<file path="src/rtl/fact_pkg.sv">
// Shared definitions for the factorial sequencer slice.
// State codes, datapath select codes and the default iteration guard.
package fact_pkg;

  typedef logic [2:0] state_t;

  localparam state_t ST_IDLE  = 3'd0;
  localparam state_t ST_INIT  = 3'd1;
  localparam state_t ST_CHECK = 3'd2;
  localparam state_t ST_MUL   = 3'd3;
  localparam state_t ST_DEC   = 3'd4;
  localparam state_t ST_DONE  = 3'd5;

  localparam logic [1:0] SEL_A_HOLD = 2'b00;
  localparam logic [1:0] SEL_A_MUL  = 2'b01;
  localparam logic [1:0] SEL_A_ONE  = 2'b10;

  localparam logic [1:0] SEL_B_HOLD = 2'b00;
  localparam logic [1:0] SEL_B_DEC  = 2'b01;
  localparam logic [1:0] SEL_B_LOAD = 2'b10;

  localparam int MAX_ITER_DEF = 20;

endpackage

</file>
<file path="src/rtl/fact_if.sv">
// Host/datapath bundle of the factorial sequencer.
// master = host + datapath side, slave = sequencer side.
interface fact_if #(
  parameter int CNT_W = 8
);
  logic             start;
  logic             z;
  logic             ovf;
  logic [1:0]       WAsel;
  logic [1:0]       WBsel;
  logic             busy;
  logic             done;
  logic             err;
  logic [CNT_W-1:0] iter_cnt;

  modport master (
    output start, z, ovf,
    input  WAsel, WBsel, busy,
    input  done, err, iter_cnt
  );

  modport slave (
    input  start, z, ovf,
    output WAsel, WBsel, busy,
    output done, err, iter_cnt
  );
endinterface

</file>
<file path="src/rtl/fact_iter_cnt.sv">
// Saturating MUL-iteration counter with clear
// and the iteration-guard compare.
module fact_iter_cnt
  import fact_pkg::*;
#(
  parameter int CNT_W    = 8,
  parameter int MAX_ITER = MAX_ITER_DEF
) (
  input  logic             clk,
  input  logic             reset,
  input  logic             clr,
  input  logic             inc,
  output logic [CNT_W-1:0] cnt,
  output logic             at_max
);

  always_ff @(posedge clk) begin
    if (reset || clr) begin
      cnt <= '0;
    end else if (inc && (cnt != '1)) begin
      cnt <= cnt + 1'b1;
    end
  end

  assign at_max = (cnt == CNT_W'(MAX_ITER));

endmodule

</file>
<file path="src/rtl/fact_seq_ctrl.sv">
// Registered sequencer for the factorial datapath.
// Optional FACT_OVF_ABORT_EN: abort a run on multiplier overflow.
module fact_seq_ctrl
  import fact_pkg::*;
#(
  parameter int CNT_W    = 8,
  parameter int MAX_ITER = MAX_ITER_DEF
) (
  input  logic clk,
  input  logic reset,
  fact_if.slave bus
);

  state_t     state;
  state_t     state_nxt;
  logic       err_set;
  logic       at_max;
  logic       cnt_clr;
  logic       cnt_inc;
  logic [1:0] wa_nxt;
  logic [1:0] wb_nxt;

  assign cnt_clr = (state == ST_IDLE) && bus.start;
  assign cnt_inc = (state == ST_MUL);

  fact_iter_cnt #(
    .CNT_W   (CNT_W),
    .MAX_ITER(MAX_ITER)
  ) u_cnt (
    .clk   (clk),
    .reset (reset),
    .clr   (cnt_clr),
    .inc   (cnt_inc),
    .cnt   (bus.iter_cnt),
    .at_max(at_max)
  );

`ifndef FACT_OVF_ABORT_EN
  logic ovf_unused;
  assign ovf_unused = bus.ovf;
`endif

  always_comb begin
    state_nxt = state;
    err_set   = 1'b0;
    unique case (state)
      ST_IDLE:  if (bus.start) state_nxt = ST_INIT;
      ST_INIT:  state_nxt = ST_CHECK;
      ST_CHECK: begin
        if (bus.z) begin
          state_nxt = ST_DONE;
        end else if (at_max) begin
          state_nxt = ST_DONE;
          err_set   = 1'b1;
        end else begin
          state_nxt = ST_MUL;
        end
      end
`ifdef FACT_OVF_ABORT_EN
      ST_MUL: begin
        if (bus.ovf) begin
          state_nxt = ST_DONE;
          err_set   = 1'b1;
        end else begin
          state_nxt = ST_DEC;
        end
      end
`else
      ST_MUL:   state_nxt = ST_DEC;
`endif
      ST_DEC:   state_nxt = ST_CHECK;
      ST_DONE:  state_nxt = ST_IDLE;
      default:  state_nxt = ST_IDLE;
    endcase
  end

  // Selects are decoded from the next state so they register with it.
  always_comb begin
    wa_nxt = SEL_A_HOLD;
    wb_nxt = SEL_B_HOLD;
    unique case (1'b1)
      (state_nxt == ST_INIT): begin
        wa_nxt = SEL_A_ONE;
        wb_nxt = SEL_B_LOAD;
      end
      (state_nxt == ST_MUL): wa_nxt = SEL_A_MUL;
      (state_nxt == ST_DEC): wb_nxt = SEL_B_DEC;
      default: ;
    endcase
  end

  always_ff @(posedge clk) begin
    if (reset) begin
      state     <= ST_IDLE;
      bus.WAsel <= SEL_A_HOLD;
      bus.WBsel <= SEL_B_HOLD;
      bus.busy  <= 1'b0;
      bus.done  <= 1'b0;
      bus.err   <= 1'b0;
    end else begin
      state     <= state_nxt;
      bus.WAsel <= wa_nxt;
      bus.WBsel <= wb_nxt;
      bus.busy  <= (state_nxt != ST_IDLE);
      bus.done  <= (state_nxt == ST_DONE);
      if (cnt_clr) begin
        bus.err <= 1'b0;
      end else if (err_set) begin
        bus.err <= 1'b1;
      end
    end
  end

endmodule
</file>
<file path="src/flat_wrapper.sv">
// flat-port wrapper written by rule: the top's interface ports become plain ports
module fact_seq_ctrl_flat import fact_pkg::*;
#(
  parameter int CNT_W    = 8,
  parameter int MAX_ITER = MAX_ITER_DEF
)
  (clk, reset, bus_start, bus_z, bus_ovf, bus_WAsel, bus_WBsel, bus_busy, bus_done, bus_err, bus_iter_cnt);
  fact_if #(.CNT_W(CNT_W)) bus_i ();
  input  logic clk;
  input  logic reset;
  input wire logic [$bits(bus_i.start)-1:0] bus_start;
  input wire logic [$bits(bus_i.z)-1:0] bus_z;
  input wire logic [$bits(bus_i.ovf)-1:0] bus_ovf;
  output wire logic [$bits(bus_i.WAsel)-1:0] bus_WAsel;
  output wire logic [$bits(bus_i.WBsel)-1:0] bus_WBsel;
  output wire logic [$bits(bus_i.busy)-1:0] bus_busy;
  output wire logic [$bits(bus_i.done)-1:0] bus_done;
  output wire logic [$bits(bus_i.err)-1:0] bus_err;
  output wire logic [$bits(bus_i.iter_cnt)-1:0] bus_iter_cnt;
  assign bus_i.start = bus_start;
  assign bus_i.z = bus_z;
  assign bus_i.ovf = bus_ovf;
  assign bus_WAsel = bus_i.WAsel;
  assign bus_WBsel = bus_i.WBsel;
  assign bus_busy = bus_i.busy;
  assign bus_done = bus_i.done;
  assign bus_err = bus_i.err;
  assign bus_iter_cnt = bus_i.iter_cnt;
  fact_seq_ctrl #(.CNT_W(CNT_W), .MAX_ITER(MAX_ITER)) u_core (.clk(clk), .reset(reset), .bus(bus_i));
endmodule
</file>
<file path="config.mk">
export PLATFORM = sky130hd
export DESIGN_NAME = fact_seq_ctrl_flat
export DESIGN_NICKNAME = d
export VERILOG_FILES = /design/src/rtl/fact_pkg.sv /design/src/rtl/fact_if.sv /design/src/rtl/fact_iter_cnt.sv /design/src/rtl/fact_seq_ctrl.sv /design/src/flat_wrapper.sv
export SDC_FILE = /design/constraint.sdc
export NUM_CORES = 1
export LEC_CHECK = 0
export BUFFER_PORTS_ARGS = -buffer_cell sky130_fd_sc_hd__buf_2
export CORE_UTILIZATION = 54
export DETAILED_ROUTE_END_ITERATION = 8
export PLACE_DENSITY = 0.8
export SLEW_MARGIN = 0
export SYNTH_ARGS = -nofsm -noshare
export SYNTH_HDL_FRONTEND = slang
export SYNTH_SLANG_ARGS = --single-unit
export TNS_END_PERCENT = 50
</file>
<file path="constraint.sdc">
create_clock -name clk -period 3.2 [get_ports clk]
set_input_delay 0 -clock clk [delete_from_list [all_inputs] [get_ports clk]]
set_output_delay 0 -clock clk [all_outputs]
set_load 0.01 [all_outputs]
</file>
==> results of run 1 <==
[logic make-up after synthesis]
family          count (synthesis)
fa+ha+maj                       2
buf+inv                         8
flops                          17
mux                             4
xor+xnor                        1
simple gates                   40
compound gates                 15
[synth_stat cells (2+ instances only)]
library cell  count
nor3_1            4
a311oi_1          2
buf_6             2
inv_1             2
dfxtp_1          17
nand3_1           9
and4_1            2
ha_1              2
nor2_1            3
nor2b_1           2
and3_1            3
mux2i_1           4
a21oi_1           3
a211oi_1          2
nand3b_1          2
[worst max-delay path, cell delays in order, from the launching register on]
cell and delay [ns]:
dfxtp_1 0.44, or4b_4 0.66, nand2_4 0.13, o21ba_1 0.15
[final timing paths]
check / slack [ns] / to / start / cells after the start
max: 1.72 / u_core.bus.err / u_core.state[0] / 3
min: 0.08 / u_core.bus.WAsel[0] / bus_z / 3
max reg2reg: 1.72 / u_core.bus.err / u_core.state[0] / 3
min reg2reg: 0.49 / u_core.bus.err / u_core.bus.err / 1
[metrics by stage]
stage                     power [uW]  setup slack (ns)  cells  cell area, um2  hold WS (ns)
final                            381              1.72    121             958        0.0847
after global routing             401              1.61    121             958        0.0878
after CTS                        383              1.72    121             958        0.0783
after detailed placement         271              1.73    115             911         0.230
after global placement           270              1.75    115             911         0.229
after floorplan                  267              1.82     87             841        0.0793
[routing by layer]
layer | wire length [um] | vias up | share of wire | global-route usage
li1 | - | 363 | - | -
met1 | 790 | 323 | 0.50 | 0.307
met2 | 696 | 19 | 0.44 | 0.291
met3 | 60 | 4 | 0.038 | 0.0261
met4 | 30 | 0 | 0.019 | 0.0903
met5 | 0 | - | 0 | 0
[area by class of cell]
cell class / instances / share of cell area
clock buffers: 3 / 0.0235
clock inverters: 1 / 0.00522
inverters: 3 / 0.0117
multi-input cells: 62 / 0.470
flip-flops and latches: 17 / 0.355
well taps: 15 / 0.0196
repair buffers: 20 / 0.115
[power by group]
group          switching, uW  total (uW)  leakage, uW  internal [uW]
Combinational           22.4        41.8     0.000269           19.4
Clock                   66.2         113    0.0000177           46.4
Sequential              8.78         227     0.000138            218
[flip-flops by register name, indices dropped and copies added, names as in the netlist]
register          cells
u_core.bus.err        1
u_core.state          3
u_core.u_cnt.cnt      8
u_core.bus.busy       1
u_core.bus.done       1
u_core.bus.WBsel      1
u_core.bus.WAsel      2
[what timing repair did]
item                      in CTS  in global routing
buffers inserted               0                  0
gates resized for setup        0                  0
hold buffers                   2                  0
hold endpoints to repair       2                  0
==> impl_metrics.yaml, run 1 <==
grt:
  grt_pass1_vias: 638
  grt_usage: 0.205
  antenna_found_initial: 0
  grt-ovfl-total: 0
  grt_start_max_net_pins: 14
  grt_pass1_wl_mm: 2.84
cts:
  numCtsBuffers: 3
  cts_tree: "done"
  clk_latency_ns: 0.29
  cts_sinks: 17
  clockBufferDepth: 2
  clk_pin_slew_ns: 0.10
  cts_root_buffer: "clkbuf_4"
  cts_max_level: 1
die:
  rows: 13
  start_util: 0.615
  io_pins: 20
  die_x_um: 41.5
  dieArea_um2: 1720
  dieHeight_um: 41.5
  core_area_um2: 1370
layout:
  final_common_cell: "buf_2"
  area_growth_pct: 14.0
  fin_util: 0.701
  num-fill-cells: 108
  drive_above_1_share: 0.274
  final_cell_mix: "buf_2, dfxtp_1, nand3_1, mux2i_1, nor3_1"
  fin_nets: 114
  num_antenna_cells: 0
  regArea_um2: 340
  multi_input_area_um2: 450
synth:
  synth.top_cell.area_share: 0.405
  synthAdderAreaFrac: 0.0298
  synth_ff_type: "dfxtp_1"
  syn_nets: 94
  synth.distinct_cells: 43
  seq_area_frac_synth: 0.405
  synthCells: 87
  synthMuxAreaShare: 0.0476
  synth-compound-area-share: 0.131
  ys_ff_latch: 17
  synth-async-reset-ratio: 0
  synth_edf_count: 0
  syn_area_per_cell_um2: 9.66
  synth_area_um2: 841
  synth-xor-area-share: 0.0104
  synth.area.top_cells: "dfxtp_1, nand3_1, mux2i_1"
  yosysTopAreaCell: "dfxtp_1"
  synth_top_family_by_area: "simple AND/OR/NAND/NOR gates"
  synthSimpleGateAreaFrac: 0.317
  yosysWarnings: 0
sta:
  fmax_mhz: 675
  worst_slew_pin_slew_ns: 0.395
  maxSlewViolCount: 0
  finClkSkew_ns: 0.00184
  finalCritPeriodShare: 0.463
  fin_tns_setup_ns: 0
  grt_setup_unrepaired: "no"
  final_hold_viol_count: 0
  relSlewSlack: 0.737
  min_period_ns: 1.48
  finalSetupViolCount: 0
power_and_ir_drop:
  power_density_nw_per_um2: 398
  leakage_uw: 0.000425
  vdd_ir_drop_max_uv: 321
drt:
  ant_nets: 0
  dr.pass1.iters: 4
  vias_per_cell: 5.86
  drtIter0Drc: 30
  routedWlPerCell_um: 13.0
  vias: 709
  routed_wl_mm: 1.58
  drc: 0
min_path:
  hp-class: "input port to flop"
placed_design:
  dp_hpwl_mm: 1.12
  gp_congestion: 0.795
  port_buffers: 18
critical_path:
  worst-setup-path-type: "flop to flop"
  startpoint_type: "flop"
  cp.arrival_ns: 1.67
  crit_required_ns: 3.39
  critPathCaptureType: "flop"
  worstPathMaxFanout: 13
flow_run:
  maxCapViolCount: 0
outcome:
  status: "finished clean"
(Power assumes the default switching activity.)
==> run 2, diff against run 1 <==
CORE_UTILIZATION = 50   (was 54)
PLACE_DENSITY = 0.75   (was 0.8)
clock period = 1.5 ns   (was 3.2 ns; I/O delays follow)
==> impl_metrics.yaml, run 2 (synthesis results as in run 1) <==
outcome:
  status: "finished clean"
power_and_ir_drop:
  power_density_nw_per_um2: 838
  p_comb_frac: 0.128
  switchingPower_uw: 220
  leakage_uw: 0.000445
  power_frac_clock: 0.300
  intPower_uw: 613
  seqPwrFrac: 0.572
  swShare: 0.264
  vdd_ir_drop_max_uv: 632
sta:
  worst_slew_pin_slew_ns: 0.306
  finalCritPeriodShare: 0.914
  finalSetupViolCount: 0
  grt_setup_unrepaired: "no"
  final_hold_viol_count: 0
  relSlewSlack: 0.796
  min_period_ns: 1.37
  finClkSkew_ns: 0.000684
  fin_tns_setup_ns: 0
  maxSlewViolCount: 0
  fmax_mhz: 729
drt:
  routed_wl_mm: 1.76
  vias: 723
  vias_per_cell: 5.74
  routedWlPerCell_um: 14.0
  ant_nets: 0
  dr.pass1.iters: 4
  drtIter0Drc: 7
  drc: 0
critical_path:
  worstPathMaxFanout: 6
  startpoint_type: "flop"
  cp.arrival_ns: 1.61
  slowest_stage: "dfxtp_1"
  critPathMaxStageDelay_ns: 0.36
  crit_required_ns: 1.73
  critPathCaptureType: "flop"
  crit_chain: "ha_1 > and4_1 > a211oi_1 > mux2i_1"
  worst-setup-path-type: "flop to flop"
die:
  rows: 14
  die_x_um: 43.0
  core_area_um2: 1540
  dieHeight_um: 43.0
  start_util: 0.545
  dieArea_um2: 1850
  io_pins: 20
cts:
  post-cts-setup-buffer-count: 0
  numCtsBuffers: 3
  cts_tree: "done"
  clk_latency_ns: 0.29
  cts_sinks: 17
  cts_root_buffer: "clkbuf_4"
  clockBufferDepth: 2
  clk_pin_slew_ns: 0.10
  cts_max_level: 1
layout:
  drive_above_1_share: 0.309
  largest_register: "u_core.u_cnt.cnt"
  final_cell_mix: "buf_2, dfxtp_1, nand3_1"
  stdcell_count: 126
  fin_nets: 118
  final_common_cell: "buf_2"
  num_antenna_cells: 0
  area_growth_pct: 18.2
  top_regs: "u_core.u_cnt.cnt x8, u_core.state x3, u_core.bus.WAsel x2"
  largest_reg_flops: 8
min_path:
  hp-class: "input port to flop"
placed_design:
  gp_congestion: 0.838
  placedCellCount: 120
  dp_hpwl_mm: 1.19
  port_buffers: 18
grt:
  grt-ovfl-total: 0
  grt_pass1_wl_mm: 2.91
  antenna_found_initial: 0
  grt_pass1_vias: 665
  grt_usage: 0.218
  grt_start_max_net_pins: 11
flow_run:
  maxCapViolCount: 0
[run 2: area by class of cell]
cell class | instances | area [um2]
inverter | 3 | 11.3
fill | 143 | 548
clock inverter | 1 | 5.00
tap | 16 | 20.0
timing repair buffer | 24 | 140
multi-input combinational | 62 | 454
clock buffer | 3 | 22.5
sequential | 17 | 340
[run 2: worst paths after layout]
kind | from | endpoint | slack, ns | depth (start not counted)
max | u_core.u_cnt.cnt[0] | u_core.u_cnt.cnt[3] | 0.13 | 4
min | bus_z | u_core.bus.WAsel[0] | 0.06 | 3
max reg2reg | u_core.u_cnt.cnt[0] | u_core.u_cnt.cnt[3] | 0.13 | 4
min reg2reg | u_core.bus.err | u_core.bus.err | 0.48 | 1
[run 2: timing repair]
| action | in CTS | in global routing |
|---|---|---|
| setup endpoints to repair | 0 | 2 |
| resized for setup | 0 | 1 |
| hold endpoints to repair | 3 | 0 |
| hold buffers | 2 | 0 |
[run 2: metrics by stage]
| step | setup slack (ns) | util | hold WS [ns] | instance area (um2) | power (uW) |
|---|---|---|---|---|---|
| finish | 0.128 | 0.644 | 0.0566 | 993 | 832 |
| floorplan | 0.125 | - | 0.0793 | 841 | 569 |
| global placement | 0.115 | 0.611 | 0.221 | 942 | 584 |
| detailed placement | 0.0674 | 0.611 | 0.225 | 942 | 586 |
| global route | 0.00501 | 0.644 | 0.0850 | 993 | 872 |
| CTS | 0.0446 | 0.642 | 0.0564 | 990 | 840 |
[run 2: layer usage]
metal	part of all wire	global-route usage	up-vias
li1	-	-	372
met5	0	0	-
met1	0.46	0.266	328
met4	0.019	0.109	0
met2	0.48	0.355	18
met3	0.036	0.0511	5
[run 2: critical path, delay by kind of cell (launching register included)]
family / cells / cell delay (ns)
AOI/OAI and AO/OA: 1 / 0.29
adders and majority gates: 1 / 0.22
DFF: 1 / 0.36
muxes: 1 / 0.20
and+or+nand+nor: 1 / 0.24
[run 2: power by group through the flow]
stage	clock network (uW)	logic, uW	registers, uW
2_1_floorplan	0	82.3	487
3_3_place_gp	0	99.0	485
3_5_place_dp	0	101	486
4_1_cts	260	105	475
5_1_grt	277	118	478
6_report	249	107	476
